`config.mk`:
```
export PLATFORM = sky130hd
export DESIGN_NAME = mux16_rr_arbiter
export DESIGN_NICKNAME = d
export VERILOG_FILES = /design/src/rtl/mux16_rr_arbiter_pkg.sv /design/src/rtl/rr_find_first16.sv /design/src/rtl/mux16_rr_arbiter.sv
export SDC_FILE = /design/constraint.sdc
export NUM_CORES = 1
export LEC_CHECK = 0
export ABC_AREA = 1
export BUFFER_PORTS_ARGS = -buffer_cell sky130_fd_sc_hd__buf_2
export CELL_PAD_IN_SITES_DETAIL_PLACEMENT = 0
export CELL_PAD_IN_SITES_GLOBAL_PLACEMENT = 1
export CORE_MARGIN = 8
export CORE_UTILIZATION = 40
export DETAILED_ROUTE_END_ITERATION = 8
export GPL_TIMING_DRIVEN = 0
export PLACE_DENSITY_LB_ADDON = 0.05
export SETUP_SLACK_MARGIN = 0.02
export SLEW_MARGIN = 0
export SYNTH_ARGS = -nofsm -noshare
export SYNTH_HDL_FRONTEND = slang
export SYNTH_HIERARCHICAL = 1
export SYNTH_SLANG_ARGS = --single-unit
```
`constraint.sdc`:
```
create_clock -name clock -period 4.4 [get_ports clock]
set_input_delay 0.88 -clock clock [delete_from_list [all_inputs] [get_ports clock]]
set_output_delay 0.88 -clock clock [all_outputs]
set_load 0.02 [all_outputs]
```
`src/rtl/mux16_rr_arbiter_pkg.sv`:
```
`default_nettype none
// ============================================================================
//  Module   : mux16_rr_arbiter_pkg
//  Purpose  : Shared sizes and FSM encoding for the 16-way round-robin
//             selector arbiter and its find-first helper.
//  Contents : ARB_N, ARB_SEL_W, state encoding constants, state enum.
//  Revision : 1.0  initial release
// ============================================================================
package mux16_rr_arbiter_pkg;

    localparam int ARB_N     = 16;
    localparam int ARB_SEL_W = 4;

    localparam logic c_IDLE  = 1'b0;
    localparam logic c_GRANT = 1'b1;

    typedef enum logic {
        S_IDLE  = c_IDLE,
        S_GRANT = c_GRANT
    } arb_state_e;

endpackage : mux16_rr_arbiter_pkg
`default_nettype wire

```
`src/rtl/rr_find_first16.sv`:
```
`default_nettype none
// ============================================================================
//  Module   : rr_find_first16
//  Purpose  : Combinational rotating-priority search. Returns the first set
//             request bit scanning ptr, ptr+1, ..., 15, 0, ..., ptr-1.
//  Ports    : req_i[15:0] request vector
//             ptr_i[3:0]  highest-priority index
//             any_o       at least one request is set
//             idx_o[3:0]  index of the winning request (valid when any_o)
//  Revision : 1.0  initial release
// ============================================================================
module rr_find_first16
    import mux16_rr_arbiter_pkg::*;
(
    input  logic [ARB_N-1:0]     req_i,
    input  logic [ARB_SEL_W-1:0] ptr_i,
    output logic                 any_o,
    output logic [ARB_SEL_W-1:0] idx_o
);

    logic [ARB_N-1:0]     w_rot;
    logic [ARB_SEL_W-1:0] w_off;

    // Rotate right by ptr so that bit 0 of w_rot is requester ptr. The 4-bit
    // index addition wraps naturally mod 16.
    always_comb begin
        w_rot = '0;
        for (int i = 0; i < ARB_N; i++) begin
            w_rot[i] = req_i[ARB_SEL_W'(i) + ptr_i];
        end
    end

    // Lowest set bit of the rotated vector; scanning downward lets the
    // lowest index overwrite any higher one.
    always_comb begin
        w_off = '0;
        for (int i = ARB_N - 1; i >= 0; i--) begin
            if (w_rot[i]) begin
                w_off = ARB_SEL_W'(i);
            end
        end
    end

    assign any_o = |req_i;
    assign idx_o = w_off + ptr_i;

endmodule : rr_find_first16
`default_nettype wire

```
`src/rtl/mux16_rr_arbiter.sv`:
```
`default_nettype none
// ============================================================================
//  Module   : mux16_rr_arbiter
//  Purpose  : Round-robin arbiter owning the select lines of a shared 16:1
//             single-bit selector. Grants are held until the owner releases
//             (done or dropping its request) or MAX_HOLD cycles elapse. A
//             one-cycle idle bubble separates consecutive grants so the select
//             never moves while grant_valid is high.
//  Ports    : clock, reset        clock / synchronous active-high reset
//             req[15:0]           request vector
//             done                current owner releases its grant
//             grant_valid         a grant is active, select is stable
//             grant_sel[3:0]      granted index, drives select[3:0]
//             grant_onehot[15:0]  one-hot of grant_sel, zero when idle
//             forced_release      one-cycle pulse: grant ended by MAX_HOLD
//  Revision : 1.0  initial release
// ============================================================================
module mux16_rr_arbiter
    import mux16_rr_arbiter_pkg::*;
#(
    parameter int MAX_HOLD = 32,
    parameter int HOLD_W   = 6
) (
    input  logic                 clock,
    input  logic                 reset,
    input  logic [ARB_N-1:0]     req,
    input  logic                 done,
    output logic                 grant_valid,
    output logic [ARB_SEL_W-1:0] grant_sel,
    output logic [ARB_N-1:0]     grant_onehot,
    output logic                 forced_release
);

    localparam logic [HOLD_W-1:0] c_HOLD_LAST = HOLD_W'(MAX_HOLD - 1);
    localparam logic [ARB_N-1:0]  c_ONE       = {{(ARB_N-1){1'b0}}, 1'b1};

    arb_state_e           state_q;
    logic [ARB_SEL_W-1:0] ptr_q;
    logic [HOLD_W-1:0]    cnt_q;
    logic                 grant_valid_q;
    logic [ARB_SEL_W-1:0] grant_sel_q;
    logic [ARB_N-1:0]     grant_onehot_q;
    logic                 forced_release_q;

    logic                 w_any;
    logic [ARB_SEL_W-1:0] w_idx;
    logic                 w_owner_req;
    logic                 w_hold_hit;
    logic                 w_release;
    logic                 w_forced;

    rr_find_first16 u_find (
        .req_i (req),
        .ptr_i (ptr_q),
        .any_o (w_any),
        .idx_o (w_idx)
    );

    assign w_owner_req = req[grant_sel_q];
    assign w_hold_hit  = (MAX_HOLD != 0) && (cnt_q == c_HOLD_LAST);
    assign w_release   = done || !w_owner_req || w_hold_hit;
    // Only flag a forced release when the owner had not already let go.
    assign w_forced    = w_hold_hit && !done && w_owner_req;

    always_ff @(posedge clock) begin
        if (reset) begin
            state_q          <= S_IDLE;
            ptr_q            <= '0;
            cnt_q            <= '0;
            grant_valid_q    <= 1'b0;
            grant_sel_q      <= '0;
            grant_onehot_q   <= '0;
            forced_release_q <= 1'b0;
        end else begin
            forced_release_q <= 1'b0;
            case (state_q)
                S_IDLE: begin
                    if (w_any) begin
                        state_q        <= S_GRANT;
                        grant_valid_q  <= 1'b1;
                        grant_sel_q    <= w_idx;
                        grant_onehot_q <= c_ONE << w_idx;
                        cnt_q          <= '0;
                    end
                end
                S_GRANT: begin
                    if (w_release) begin
                        state_q          <= S_IDLE;
                        grant_valid_q    <= 1'b0;
                        grant_onehot_q   <= '0;
                        // Owner moves to lowest priority; 4-bit add wraps 15->0.
                        ptr_q            <= grant_sel_q + ARB_SEL_W'(1);
                        forced_release_q <= w_forced;
                    end else begin
                        cnt_q <= cnt_q + HOLD_W'(1);
                    end
                end
                default: begin
                    state_q <= S_IDLE;
                end
            endcase
        end
    end

    assign grant_valid    = grant_valid_q;
    assign grant_sel      = grant_sel_q;
    assign grant_onehot   = grant_onehot_q;
    assign forced_release = forced_release_q;

endmodule : mux16_rr_arbiter
`default_nettype wire

```
==> results by group, run 1 <==
Status
  – Status: finished clean

Synthesis
  – Syn_nets: slightly above 500
  – EDFF count, synth: 0
  – Yosys top cell by area: dfxtp_1
  – Share of the synthesized area in the top cell type: between 20% and 30%
  – Number of library cell types mapped by synthesis: 31
  – Top-count cell post-synth: nand2_1
  – Top_reg_cell synth: dfxtp_1
  – Seq/Total Area, Yosys: a little under a quarter
  – Syn Std Cell Area: just under 3000 um2
  – Main area contributors after synthesis: dfxtp_1 23%, nand3_1 19%, nand2_1 16%
  – Synth top cells by count: 121 x nand2_1, 107 x nand3_1, 51 x inv_1
  – Mapped Cells: about 480
  – Warnings, synthesis: 6
  – Syn Area/Cell: 6.051 um2
  – Async set or reset register ratio after synthesis: 0%
  – Synthesized flop and latch total: 33

Critical path
  – Crit path DAT: between 4 and 5 ns
  – CP endpoint kind: flip-flop
  – Max FO, Critical Path: 13
  – Critical path class: flip-flop to flip-flop
  – R2R cell count: 32
  – Most numerous cell on the critical path: nand2_1
  – Reg-to-reg endpoint: grant_onehot[3]
  – R2R Setup Slk: roughly 0.40 ns
  – FF-to-FF Start: ptr_q[1]
  – CP required: roughly 4.6 ns
  – Slowest cell on the critical path: fa_1
  – Startpoint Class: flip-flop
  – Crit-path max cell delay: 0.50 ns

STA
  – Final worst path period need: between 3 and 4 ns
  – Fin worst setup slack: 0.4022 ns
  – Maximum clock frequency: approximately 250 MHz
  – Unrepaired setup endpoints after global routing: no
  – Fin. Hold Viols: 0
  – Final Skew: around 0.0075 ns
  – Final setup viols: 0
  – Fin crit share: just over 90%
  – Slew @ Worst Pin: around 0.49 ns
  – Rel. slew slack: 67.50%
  – Final slew viol count: 0

CTS
  – Clock sinks: 33
  – Clk Latency, worst-skew pair: just under 0.3 ns
  – Root Driver: clkbuf_8
  – H-tree depth: 2
  – Clock buffer depth: 2
  – Number of CTS-inserted buffers: 5
  – Clock transition at path regs: around 0.08 ns
  – TritonCTS clock tree: done
  – # hold bufs at CTS: 0

Global route
  – Number of global-route vias before repair: ~3,200
  – First-pass GRT wire length: between 10,000 and 15,000 um
  – Initial antenna violation count: 0
  – GRT Overall Usage: between 10% and 20%
  – Overflow after GRT: 0
  – Largest net degree at the start of global routing: 14

Min path
  – Hold path startpoint: ptr_q[3]
  – Worst hold path type: flip-flop to flip-flop
  – Hold Path Stages: 2
  – Hold Crit Endpoint: ptr_q[3]

Routing
  – Routed vias: between 3,000 and 4,000
  – Initial DRC count: 170
  – Remaining DRCs: 0
  – WL/cell: around 14 um
  – DR vias/cell: 5.182
  – First drt pass iteration count: 5
  – Final antenna-violating net count: 0
  – Drt total wl: slightly below 9000 um

Die
  – Chip Width: between 100 and 150 um
  – Core Area: ~7100 um2
  – FP Rows: 31
  – I/O pin count: between 40 and 50
  – Initial Utilization: slightly above 40%
  – Chip height: 100.9 um
  – Full die area: just over 10,000 um2

Placement
  – Pre-CTS setup slack: -0.5787 ns
  – DPL Wire Length: between 6000 and 7000 um
  – I/O Buffers: 39
  – Routability cong.: ~0.84
  – Dpl cells: 614

Power
  – Pwr Total: roughly 2.4 mW
  – Leakage dissipation: 1.710 nW
  – Peak supply drop: between 300 and 400 uV
  – Power per cell area: 698.6 nW/um2

Finish
  – Non-Filler Instances: between 600 and 700
  – P&R area growth vs syn: 21.37%
  – Share of layout cells above drive strength 1: 18.15%
  – Nets: 560
  – Fillers: around 800
  – # diodes: 0
  – Final Util: between 40% and 50%

Run
  – Number of max-cap violations: 0
[worst max-delay path, delay by kind of cell, from the launching register on]
kind                       cells  cell delay [ns]
buffers and inverters          7             0.87
AOI/OAI and AO/OA              2             0.21
adders and majority gates      3             0.97
and+or+nand+nor               20             1.47
DFF                            1             0.39
[stage by stage]
stage / cell area [um2] / setup TNS [ns] / hold WS, ns
after global placement: 3199 / -5.696 / 0.4588
after CTS: 3366 / 0 / 0.4820
after detailed placement: 3199 / -7.127 / 0.4656
final: 3496 / 0 / 0.4750
after global routing: 3496 / 0 / 0.5011
after floorplan: 2880 / 0 / 0.4494
[registers in the layout, indices dropped and copies added, names as in the netlist]
| name | count |
|---|---|
| grant_onehot | 16 |
| forced_release | 1 |
| cnt_q | 6 |
| grant_sel | 4 |
| ptr_q | 4 |
| state_q | 1 |
| grant_valid | 1 |
[cell type report]
type | count | area, um2 | share of cell area, %
multi-input cells | 370 | 1986 | 56.80
flip-flops and latches | 33 | 668.1 | 19.11
repair buffers | 45 | 252.7 | 7.230
inverters | 58 | 226.5 | 6.478
well taps | 99 | 123.9 | 3.543
plain buffers | 15 | 105.1 | 3.006
clock buffers | 5 | 68.82 | 1.969
clock inverters | 3 | 65.06 | 1.861
[per-layer routing]
metal	up-vias	GRT usage, %	part of all wire [%]
met3	14	2.624	3.9
met5	-	0	0
met1	1474	19.81	43
met2	77	33.27	51
met4	0	7.093	2.4
li1	1689	-	-
[worst max-delay path by stage]
| stage | startpoint | to | slack (ns) | cells past startpoint |
|---|---|---|---|---|
| after floorplan | ptr_q[1] | grant_onehot[6] | 0.37 | 32 |
| after global placement | ptr_q[1] | grant_onehot[5] | -0.52 | 32 |
| after detailed placement | ptr_q[1] | grant_onehot[13] | -0.58 | 32 |
| after CTS | ptr_q[1] | grant_onehot[5] | 0.02 | 32 |
| after global routing | ptr_q[1] | grant_onehot[14] | 0.02 | 32 |
| final | ptr_q[1] | grant_onehot[3] | 0.40 | 32 |
[report_power, final]
| group | switching, mW | leakage (nW) | internal (mW) |
|---|---|---|---|
| Sequential | 0.0518 | 0.270 | 0.352 |
| Clock | 0.118 | 0.0681 | 0.225 |
| Combinational | 1.08 | 1.37 | 0.613 |
[cells in the final DEF, fill, tap and decap left out, drive strengths merged, types with 10 or more instances in the layout]
cell and n:
buf 55, ha 12, nor2 24, a21oi 35, nand2 124, clkbuf 10
dfxtp 33, xor2 13, o21ai 22, nand3 108, inv 56
[logic make-up (layout without fill, tap and decap cells)]
family / Yosys count / count (layout) / share of synthesized area, %
flops: 33 / 33 / 22.94
xor+xnor: 17 / 17 / 5.691
compound gates: 62 / 62 / 11.16
buf+inv: 73 / 126 / 10.99
fa+ha+maj: 13 / 13 / 5.908
simple gates: 278 / 278 / 43.31
[what timing repair did]
| action | CTS | global route |
|---|---|---|
| gates cloned | 0 | 0 |
| resized for setup | 7 | 24 |
| pin swaps | 1 | 3 |
| endpoints found under the setup margin | 18 | 19 |
| buffers inserted | 1 | 5 |
No activity file was read; power rests on OpenSTA's default activity.
==> inputs of run 2 (changes only) <==
BUFFER_PORTS_ARGS = -buffer_cell sky130_fd_sc_hd__clkbuf_2   (was -buffer_cell sky130_fd_sc_hd__buf_2)
==> results by group, run 2 (synthesized netlist as in run 1, its figures left out) <==
Finish
  – Most common cell after layout, fill and taps aside: nand2_1
  – Fillers: 789 (+0.77%)
  – Final Util: 48.79% (-0.46 points)
  – Most frequent cells in the layout: 120 x nand2_1, 107 x nand3_1, 47 x inv_1
  – Share of layout cells above drive strength 1: 19.06% (+0.91 points)
  – Storage element area: 668.1 um2 (unchanged)
  – # diodes: 0 (unchanged)
  – P&R area growth vs syn: 20.24%
  – Max FFs per register: 16 (unchanged)
  – Nets: 561 (+0.18%)
  – Non-Filler Instances: 629 (+0.16%)
  – Footprint of the multi-input gates: 2006 um2 (+1.0%)

Run
  – Number of max-cap violations: 0 (unchanged)

CTS
  – H-tree depth: 2 (unchanged)
  – Clock buffer depth: 2 (unchanged)
  – Clock transition at path regs: 0.07 ns (about the same)
  – # hold bufs at CTS: 0 (unchanged)
  – Clk Latency, worst-skew pair: 0.29 ns (about the same)
  – Clock sinks: 33 (unchanged)
  – Root Driver: clkbuf_8
  – TritonCTS clock tree: done
  – Number of CTS-inserted buffers: 5 (unchanged)

Critical path
  – Startpoint Class: flip-flop
  – Crit path DAT: 4.21 ns (-0.02 ns)
  – Setup crit end: grant_onehot[0]
  – Max FO, Critical Path: 10 (-3)
  – Reg-to-reg endpoint: grant_onehot[0]
  – R2R cell count: 23 (-28%)
  – R2R Setup Slk: 0.40 ns (about the same)
  – CP required: 4.61 ns (-0.02 ns)
  – FF-to-FF Start: ptr_q[0]
  – Launch point of the critical path: ptr_q[0]
  – Critical path class: flip-flop to flip-flop
  – CP endpoint kind: flip-flop

STA
  – Setup TNS: 0 ns (unchanged)
  – Final Skew: 0.005256 ns (-0.002250 ns)
  – Final slew viol count: 0 (unchanged)
  – Slew @ Worst Pin: 0.4800 ns (-0.007472 ns)
  – Fin worst setup slack: 0.4037 ns (+0.001471 ns)
  – Fin. Hold Viols: 0 (unchanged)
  – Fin crit share: 90.82% (about the same)
  – Rel. slew slack: 67.88% (+0.38 points)
  – Unrepaired setup endpoints after global routing: no
  – Maximum clock frequency: 250.2 MHz (about the same)
  – Final worst path period need: 3.996 ns (-0.001471 ns)
  – Final setup viols: 0 (unchanged)

Global route
  – Number of global-route vias before repair: 3,248 (+0.87%)
  – GRT Overall Usage: 18.31% (+0.38 points)
  – Largest net degree at the start of global routing: 14 (unchanged)
  – Overflow after GRT: 0 (unchanged)
  – First-pass GRT wire length: 14,920 um (+1.2%)
  – Initial antenna violation count: 0 (unchanged)

Die
  – Chip Width: 100.9 um (unchanged)
  – I/O pin count: 41 (unchanged)
  – Initial Utilization: 40.58% (unchanged)
  – FP Rows: 31 (unchanged)
  – Full die area: 10,170 um2 (unchanged)
  – Chip height: 100.9 um (unchanged)
  – Core Area: 7098 um2 (unchanged)

Routing
  – First drt pass iteration count: 4 (-1)
  – Initial DRC count: 176 (+3.5%)
  – Drt total wl: 8825 um (+0.12%)
  – Final antenna-violating net count: 0 (unchanged)
  – WL/cell: 14.03 um (about the same)
  – Routed vias: 3,239 (-0.46%)
  – Remaining DRCs: 0 (unchanged)
  – DR vias/cell: 5.149 (-0.62%)

Placement
  – Routability cong.: 0.8289 (-1.1%)
  – Pre-CTS setup slack: -0.5001 ns (+0.07861 ns)
  – I/O Buffers: 39 (unchanged)
  – DPL Wire Length: 7001 um (+1.1%)
  – Dpl cells: 614 (unchanged)

Min path
  – Worst hold path type: flip-flop to flip-flop
  – Hold path startpoint: ptr_q[3]

Power
  – Leakage dissipation: 1.676 nW (-2.0%)
  – Pwr Total: 2.309 mW (-5.5%)
  – Peak supply drop: 388.9 uV (+15%)
  – Power per cell area: 666.6 nW/um2 (-4.6%)

Status
  – Status: finished clean
run 2: changes by cell type in the layout (fill, tap and decap cells not counted), moves of 2 or more:
cell / change
buf_2: -39
clkbuf_2: +39
nor4_2: +3
buf_4: +2
bufinv_16: -2
nor4_1: -2
run 2: layer usage:
layer | vias up | wire, um | global-route usage [%]
met1 | 1454 | 3795 | 20.11
met3 | 19 | 303 | 2.141
met5 | - | 0 | 0
met2 | 77 | 4493 | 34.28
li1 | 1689 | - | -
met4 | 0 | 233 | 7.791
run 2: how the worst min path moves through the flow:
stage                 endpoint  cells past startpoint
6_report              ptr_q[3]                      2
5_1_grt        grant_onehot[5]                      2
4_1_cts               ptr_q[3]                      2
3_5_place_dp          ptr_q[3]                      2
3_3_place_gp          ptr_q[3]                      2
2_1_floorplan         ptr_q[3]                      2
run 2: through the flow:
step / hold WS, ns / cell area [um2]
floorplan: 0.4494 / 2880
global placement: 0.4590 / 3199
detailed placement: 0.4697 / 3199
CTS: 0.4871 / 3308
global route: 0.4984 / 3463
finish: 0.4811 / 3463
run 2: timing repair:
item | 4_1_cts | 5_1_grt
buffers inserted | 1 | 6
pin swaps | 1 | 4
setup endpoints to repair | 18 | 19
resized for setup | 5 | 29
run 2: critical path, cell delays in order (launching register included):
cell and delay [ns]:
dfxtp_4 0.40, inv_2 0.08, buf_6 0.14, ha_1 0.28, clkbuf_4 0.18, inv_2 0.13
nand3_1 0.11, nand3_1 0.09, nand2_1 0.11, o21ai_0 0.23, nand2_1 0.11, nor2_1 0.13
o21ai_0 0.11, a21oi_1 0.20, ha_1 0.32, a21oi_1 0.17, nand2_1 0.08, xor2_1 0.15
xor2_1 0.17, inv_1 0.16, nand2_2 0.15, nor2_4 0.20, nand2_1 0.08, a21oi_1 0.15
run 2: layout make-up:
class | instances | share of cell area, %
multi-input cells | 370 | 57.91
flip-flops and latches | 33 | 19.29
repair buffers | 46 | 7.153
inverters | 58 | 6.539
well taps | 99 | 3.577
plain buffers | 15 | 3.035
clock buffers | 5 | 1.987
clock inverters | 3 | 0.5058
run 2: power breakdown:
part / internal (mW) / switching (mW) / total [mW]
logic: 0.590 / 1.08 / 1.68
registers: 0.352 / 0.0539 / 0.406
clock network: 0.109 / 0.119 / 0.228
total: 1.05 / 1.26 / 2.31
